===== src/rtl/scan_strobe_decoder.sv =====
// Digit-scan decoder: ticks on the falling edge of count[TAP] and steps an active-low digit select.
// Optional ghost blanking between digits is enabled by defining SCAN_GHOST_BLANK_EN.
module scan_strobe_decoder #(
   parameter int CNT_W     = 14,
   parameter int TAP       = 13,
   parameter int DIGITS    = 4,
   parameter int DATA_W    = 4,
   parameter int BLANK_CYC = 16
) (
   input  logic                       clk,
   input  logic                       reset,
   input  logic [CNT_W-1:0]           count,
   input  logic                       enable,
   input  logic [DIGITS*DATA_W-1:0]   digits_in,
   output logic                       tick,
   output logic [$clog2(DIGITS)-1:0]  digit_idx,
   output logic [DIGITS-1:0]          anode_n,
   output logic [DATA_W-1:0]          digit_val
);

   localparam int IDX_W = $clog2(DIGITS);

   if (DIGITS < 2 || DIGITS > 8 || TAP < 0 || TAP >= CNT_W || BLANK_CYC < 1) begin : g_param_check
      $error("scan_strobe_decoder: parameter out of range");
   end

   // Whole-slice select so the output never mixes bits of two digits.
   function automatic logic [DATA_W-1:0] pick_digit(input logic [IDX_W-1:0] idx,
                                                    input logic [DIGITS*DATA_W-1:0] d);
      logic [DATA_W-1:0] v;
      v = {DATA_W{1'b0}};
      for (int i = 0; i < DIGITS; i++) begin
         v = (idx == IDX_W'(i)) ? d[i*DATA_W +: DATA_W] : v;
      end
      return v;
   endfunction

   function automatic logic [DIGITS-1:0] select_n(input logic [IDX_W-1:0] idx);
      return ~(DIGITS'(1) << idx);
   endfunction

   function automatic logic [IDX_W-1:0] next_idx(input logic [IDX_W-1:0] idx);
      return (idx == IDX_W'(DIGITS - 1)) ? {IDX_W{1'b0}} : idx + IDX_W'(1);
   endfunction

   logic                     tap_q_r;
   logic                     tick_r;
   logic                     tick_nxt_s;
   logic [IDX_W-1:0]         idx_r;
   logic [IDX_W-1:0]         idx_nxt_s;
   logic [DIGITS-1:0]        anode_r;
   logic [DIGITS-1:0]        anode_nxt_s;
   logic [DATA_W-1:0]        val_r;
   logic [DATA_W-1:0]        val_nxt_s;
   logic [CNT_W-1:0]         count_unused_s;

   assign count_unused_s = count;
   assign tick_nxt_s     = tap_q_r & ~count[TAP] & enable;

`ifdef SCAN_GHOST_BLANK_EN
   localparam int BC_W = (BLANK_CYC > 1) ? $clog2(BLANK_CYC) : 1;

   typedef enum logic [0:0] {
      ST_DRIVE = 1'b0,
      ST_BLANK = 1'b1
   } state_t;

   state_t            state_r;
   state_t            state_nxt_s;
   logic [BC_W-1:0]   blank_cnt_r;
   logic [BC_W-1:0]   blank_cnt_nxt_s;

   // State register
   always_ff @(posedge clk or negedge reset) begin
      if (!reset) begin
         state_r     <= ST_DRIVE;
         blank_cnt_r <= {BC_W{1'b0}};
      end else begin
         state_r     <= state_nxt_s;
         blank_cnt_r <= blank_cnt_nxt_s;
      end
   end

   // Next state: a tick opens the blanking window, disable aborts it
   always_comb begin
      state_nxt_s     = ST_DRIVE;
      blank_cnt_nxt_s = {BC_W{1'b0}};
      case (state_r)
         ST_DRIVE: begin
            if (enable && tick_r) begin
               state_nxt_s     = ST_BLANK;
               blank_cnt_nxt_s = BC_W'(BLANK_CYC - 1);
            end else begin
               state_nxt_s     = ST_DRIVE;
               blank_cnt_nxt_s = {BC_W{1'b0}};
            end
         end
         ST_BLANK: begin
            if (!enable || blank_cnt_r == {BC_W{1'b0}}) begin
               state_nxt_s     = ST_DRIVE;
               blank_cnt_nxt_s = {BC_W{1'b0}};
            end else begin
               state_nxt_s     = ST_BLANK;
               blank_cnt_nxt_s = blank_cnt_r - BC_W'(1);
            end
         end
         default: begin
            state_nxt_s     = ST_DRIVE;
            blank_cnt_nxt_s = {BC_W{1'b0}};
         end
      endcase
   end

   // Output next values; ticks seen while blanking are dropped
   always_comb begin
      idx_nxt_s   = idx_r;
      anode_nxt_s = {DIGITS{1'b1}};
      val_nxt_s   = val_r;
      if (!enable) begin
         anode_nxt_s = {DIGITS{1'b1}};
      end else begin
         case (state_r)
            ST_DRIVE: begin
               if (tick_r) begin
                  anode_nxt_s = {DIGITS{1'b1}};
               end else begin
                  anode_nxt_s = select_n(idx_r);
                  val_nxt_s   = pick_digit(idx_r, digits_in);
               end
            end
            ST_BLANK: begin
               if (blank_cnt_r == {BC_W{1'b0}}) begin
                  idx_nxt_s   = next_idx(idx_r);
                  anode_nxt_s = select_n(idx_nxt_s);
                  val_nxt_s   = pick_digit(idx_nxt_s, digits_in);
               end else begin
                  anode_nxt_s = {DIGITS{1'b1}};
               end
            end
            default: begin
               anode_nxt_s = {DIGITS{1'b1}};
            end
         endcase
      end
   end
`else
   // Output next values; the index advances directly on a tick
   always_comb begin
      idx_nxt_s   = idx_r;
      anode_nxt_s = {DIGITS{1'b1}};
      val_nxt_s   = val_r;
      if (!enable) begin
         anode_nxt_s = {DIGITS{1'b1}};
      end else if (tick_r) begin
         idx_nxt_s   = next_idx(idx_r);
         anode_nxt_s = select_n(idx_nxt_s);
         val_nxt_s   = pick_digit(idx_nxt_s, digits_in);
      end else begin
         anode_nxt_s = select_n(idx_r);
         val_nxt_s   = pick_digit(idx_r, digits_in);
      end
   end
`endif

   // Tap sample, tick strobe and display output registers
   always_ff @(posedge clk or negedge reset) begin
      if (!reset) begin
         tap_q_r <= 1'b0;
         tick_r  <= 1'b0;
         idx_r   <= {IDX_W{1'b0}};
         anode_r <= {DIGITS{1'b1}};
         val_r   <= {DATA_W{1'b0}};
      end else begin
         tap_q_r <= count[TAP];
         tick_r  <= tick_nxt_s;
         idx_r   <= idx_nxt_s;
         anode_r <= anode_nxt_s;
         val_r   <= val_nxt_s;
      end
   end

   assign tick      = tick_r;
   assign digit_idx = idx_r;
   assign anode_n   = anode_r;
   assign digit_val = val_r;

endmodule

===== config.mk =====
export PLATFORM = sky130hd
export DESIGN_NAME = scan_strobe_decoder
export DESIGN_NICKNAME = d
export VERILOG_FILES = /design/src/rtl/scan_strobe_decoder.sv
export SDC_FILE = /design/constraint.sdc
export NUM_CORES = 1
export LEC_CHECK = 0
export ABC_AREA = 1
export CAP_MARGIN = 10
export CORE_MARGIN = 1
export CORE_UTILIZATION = 30
export CTS_BUF_LIST = sky130_fd_sc_hd__clkbuf_16
export CTS_CLUSTER_DIAMETER = 80
export DETAILED_ROUTE_END_ITERATION = 12
export RECOVER_POWER = 25
export SYNTH_ARGS = -nofsm -noshare
export SYNTH_HDL_FRONTEND = slang
export SYNTH_SLANG_ARGS = --single-unit

===== constraint.sdc =====
create_clock -name clk -period 3.1 [get_ports clk]
set_clock_uncertainty 0.1 [all_clocks]
set_input_delay 0.93 -clock clk [delete_from_list [all_inputs] [get_ports clk]]
set_output_delay 0.93 -clock clk [all_outputs]
set_load 0.005 [all_outputs]

# Word-level counts from Yosys, hierarchy flattened

Cells that the tools add are included.

Bits in registers: 12
Output and inout bits: 11
Logic and storage cells: 34

Add/sub/neg operators: 1
Equality and inequality tests: 6
Shift operators: 2
Multiplexer cells: 12
Bitwise logic cells: 5
Reductions and logical operators: 3

Operators with widths:

| operator              | number |
|---|---|
| $mux W4               | 11 |
| $eq A2 B2 Y1 const B  | 4 |
| $not A4 Y4            | 2 |
| $shl A1 B2 Y4 const A | 2 |
| $eq A2 B1 Y1 const B  | 2 |
| $logic_not A2 Y1      | 2 |
| $add A2 B1 Y2 const B | 1 |
| $and A1 B1 Y1         | 2 |
| $mux W2               | 1 |
| $reduce_and A2 Y1     | 1 |
| $not A1 Y1            | 1 |

# Depth between registers and ports, before layout

Word-level depth: 8
Gate-level depth with buffers: 10
Depth with buffers taken out: 9

# Worst setup path before layout

OpenSTA, ideal clock, no wires.

Path kind: reg-to-output
Start point: register anode_r[0], in the netlist anode_n[0]
End point: output anode_n[0]
Data arrival time: 501 ps
Path slack: 1569 ps
Stages on the path, launching flop included: 1
Cell sequence: dfstp_2

RTL lines:

| what                   | RTL line | text |
|---|---|---|
| from (decl)            | 51       | `logic [DIGITS-1:0] anode_r;` |
| from (signal assigned) | 171      | `anode_r <= {DIGITS{1'b1}};` |
| from (signal assigned) | 177      | `anode_r <= anode_nxt_s;` |
| to (decl)              | 17       | `output logic [DIGITS-1:0] anode_n,` |

No word-level cell between the ends.

# Worst setup path after layout

Start point: register tick_r, in the netlist tick
End point: output tick

RTL lines:

| what                   | RTL line | text |
|---|---|---|
| from (decl)            | 47       | `logic tick_r;` |
| from (signal assigned) | 175      | `tick_r <= tick_nxt_s;` |
| to (decl)              | 15       | `output logic tick,` |

No word-level cell between the ends.

==> out/metrics.cfg <==
[status]
outcome = finished, final reports clean

[clock_network]
root_buffer = sky130_fd_sc_hd__clkbuf_16
clock_sink_count = 12
post_cts.repair.setup_buffers = 0
path_clk_slew_ns = 0.04
postCtsHoldBufs = 0
cts_resized = 0
insertion_delay_ns = 0.24
clock_tree.htree_level_count = 1
clockBufferDepth = 2
tritoncts.num_buffers = 3
tritoncts = built

[power]
cellPowerDensity_nw_per_um2 = 739
p_leak_nw = 0.570
clock_power_share_pct = 26.5
switching_share_pct = 36.3
share_comb_of_total_power_pct = 47.7
p_seq_share_pct = 25.8
cellInternalPower_uw = 575
vdd.ir_drop.worst_mv = 0.432
power_dissipated_by_switching_net_loads_uw = 328

[timing]
maxSlewHeadroom_pct = 62.9
number_of_endpoints_with_negative_hold_slack_in_the_final_report = 0
share_of_the_clock_period_used_by_the_worst_path_pct = 77.3
setup_tns_ns = 0
final-max-slew-violation-count = 0
setup-violations-final = 0
fmaxAchievable_mhz = 417
rsz0062_at_grt = false
max_slew.worst_pin.slew_ns = 0.555
period_minus_slack_ns = 2.40

[routing]
drt.antenna.violating_nets = 0
drt-vias-per-instance = 4.76
routed-via-count = 847
route.detailed.wl_per_inst_um = 12.4
detail_route.drc_violations = 0
initialDrtViolationCount = 12
drt_wl_total_mm = 2.20
drt-pass1-iter-count = 4

[final_layout]
area_growth_pct = 48.3
drive_gt1_share_pct = 12.2
antenna_cells_inserted = 0
nNetsFinal = 188
post_layout_nonfiller_instances = 178
final_util_pct = 48.0

[floorplan]
chipWidth_um = 54.4
coreArea_um2 = 2540
core.rowCount = 18
start_util_pct = 32.4
die_area_um2 = 2960
io_pins = 44
die_height_um = 54.4

[min_path]
class_of_the_most_critical_hold_timing_path = register to register

[run]
cap_violations = 0

[critical_path]
critical_path.cell_chain = clkdlybuf4s50_1
critical_path_buf_inv_count = 1
critPathArrivalTime_ns = 1.37
worstPathRequired_ns = 2.07
startpoint_type = register
type_of_destination_of_the_critical_path = primary output
cpLargestDelayFamily = buffers and inverters
cp_slowest_stage_delay_ns = 0.57
worst-path-max-fanout = 10
timing.critical_path.slowest_stage_cell = sky130_fd_sc_hd__clkdlybuf4s50_1
crit_type = register to primary output

[grt]
grt_max_degree = 13
number_of_global_route_vias_before_repair = 818
antenna_found_initial = 0
grt.total_usage_pct = 16.3
grt_overflow_total = 0
wire_length_of_the_first_global_routing_pass_mm = 3.42

[yosys]
synth_top_area_cells = sky130_fd_sc_hd__dfrtp_1 24%, sky130_fd_sc_hd__dfstp_2 13%, sky130_fd_sc_hd__nand2_1 11%
yosys_warnings = 0
syn_area_per_cell_um2 = 7.11
synth_fp_nets = 155
ys_seq_elements = 12
postSynthCellCount = 116
synth_largest_type_area_fraction_pct = 24.3
synthDistinctLibCells = 15
part_of_the_yosys_area_used_for_sequential_elements_pct = 37.0
synth_top_cell_by_area = sky130_fd_sc_hd__dfrtp_1
synthesis.area_um2 = 825

[placed_design]
port_buffers = 30
globalplace.congestion = 0.822
hpwl_detailed_mm = 1.68
placed_cells_incl_taps = 174

## synthesized netlist by cell type (all sizes together)
cell type and number:
or2 4, dfrtp 8, buf 2, dfstp 4
ha 6, a21oi 17, o21ai 3, inv 12
nand2 28, nor2 20, nand3 12
## layout by cell type, fill, tap and decap left out
master                            count
sky130_fd_sc_hd__or2_2                4
sky130_fd_sc_hd__clkbuf_16            3
sky130_fd_sc_hd__dfrtp_1              8
sky130_fd_sc_hd__nand2_1             24
sky130_fd_sc_hd__ha_1                 6
sky130_fd_sc_hd__nand3_1             12
sky130_fd_sc_hd__inv_4                2
sky130_fd_sc_hd__nor2_1              20
sky130_fd_sc_hd__dfstp_2              4
sky130_fd_sc_hd__o21ai_0              3
sky130_fd_sc_hd__nand2_2              4
sky130_fd_sc_hd__inv_1                9
sky130_fd_sc_hd__a21oi_1             17
sky130_fd_sc_hd__inv_2                1
sky130_fd_sc_hd__clkdlybuf4s50_1     27
sky130_fd_sc_hd__clkinv_1             1
sky130_fd_sc_hd__dlygate4sd3_1        3
## power by group through the flow
stage | Sequential [mW] | Clock, mW | Combinational (mW)
after floorplan | 0.236 | 0 | 0.258
after global placement | 0.234 | 0 | 0.422
after detailed placement | 0.237 | 0 | 0.428
after CTS | 0.235 | 0.241 | 0.432
after global routing | 0.240 | 0.249 | 0.486
final | 0.233 | 0.239 | 0.431
## flip-flops by register name, summed over array words and instances (netlist names)
register,flops
digit_idx,2
tick,1
anode_n,4
tap_q_r,1
digit_val,4
## through the flow
| step | cell area (um^2) | setup WS, ns | total power, mW | hold slack [ns] |
|---|---|---|---|---|
| after global routing | 1220 | 0.630 | 0.975 | 0.424 |
| after floorplan | 825 | 1.57 | 0.494 | 0.349 |
| after CTS | 1220 | 0.699 | 0.908 | 0.382 |
| final | 1220 | 0.703 | 0.903 | 0.378 |
| after global placement | 1140 | 0.760 | 0.655 | 0.363 |
| after detailed placement | 1140 | 0.778 | 0.665 | 0.372 |
## kinds of logic after synthesis
kind of cell	after synthesis	synth area share, %
buffers and inverters	14	8.35
and+or+nand+nor	64	33.4
adders and majority gates	6	9.10
DFF	12	37.0
AOI/OAI and AO/OA	20	12.1
## layout make-up
| type | count | area, um^2 |
|---|---|---|
| timing repair buffer | 30 | 300 |
| tap | 30 | 37.5 |
| inverter | 12 | 50.0 |
| clock inverter | 1 | 3.75 |
| clock buffer | 3 | 75.1 |
| sequential | 12 | 305 |
| fill | 272 | 1320 |
| multi-input combinational | 90 | 450 |
## worst paths after layout
kind / startpoint / endpoint / slack [ns] / depth (start not counted)
min in group asynchronous: reset / digit_val[0]$_DFFE_PN0P_ / 1.02 / 1
worst min register to register: tap_q_r$_DFF_PN0_ / tick$_DFF_PN0_ / 0.38 / 2
worst min-delay path: tap_q_r$_DFF_PN0_ / tick$_DFF_PN0_ / 0.38 / 2
worst max-delay path: tick$_DFF_PN0_ / tick / 0.70 / 1
max in group asynchronous: reset / anode_n[0]$_DFF_PN1_ / 1.51 / 1
worst max register to register: digit_idx[1]$_DFFE_PN0P_ / digit_val[0]$_DFFE_PN0P_ / 1.43 / 9
## routing by layer
layer | track usage (%) | routed length, um | vias up | share of wire [%]
li1 | - | - | 431 | -
met1 | 19.1 | 1000 | 386 | 45
met2 | 28.5 | 1050 | 28 | 48
met3 | 3.61 | 139 | 2 | 6.3
met4 | 6.84 | 11 | 0 | 0.50
met5 | 0 | 0 | - | 0
Note: power is estimated with default switching activity, not from simulation.
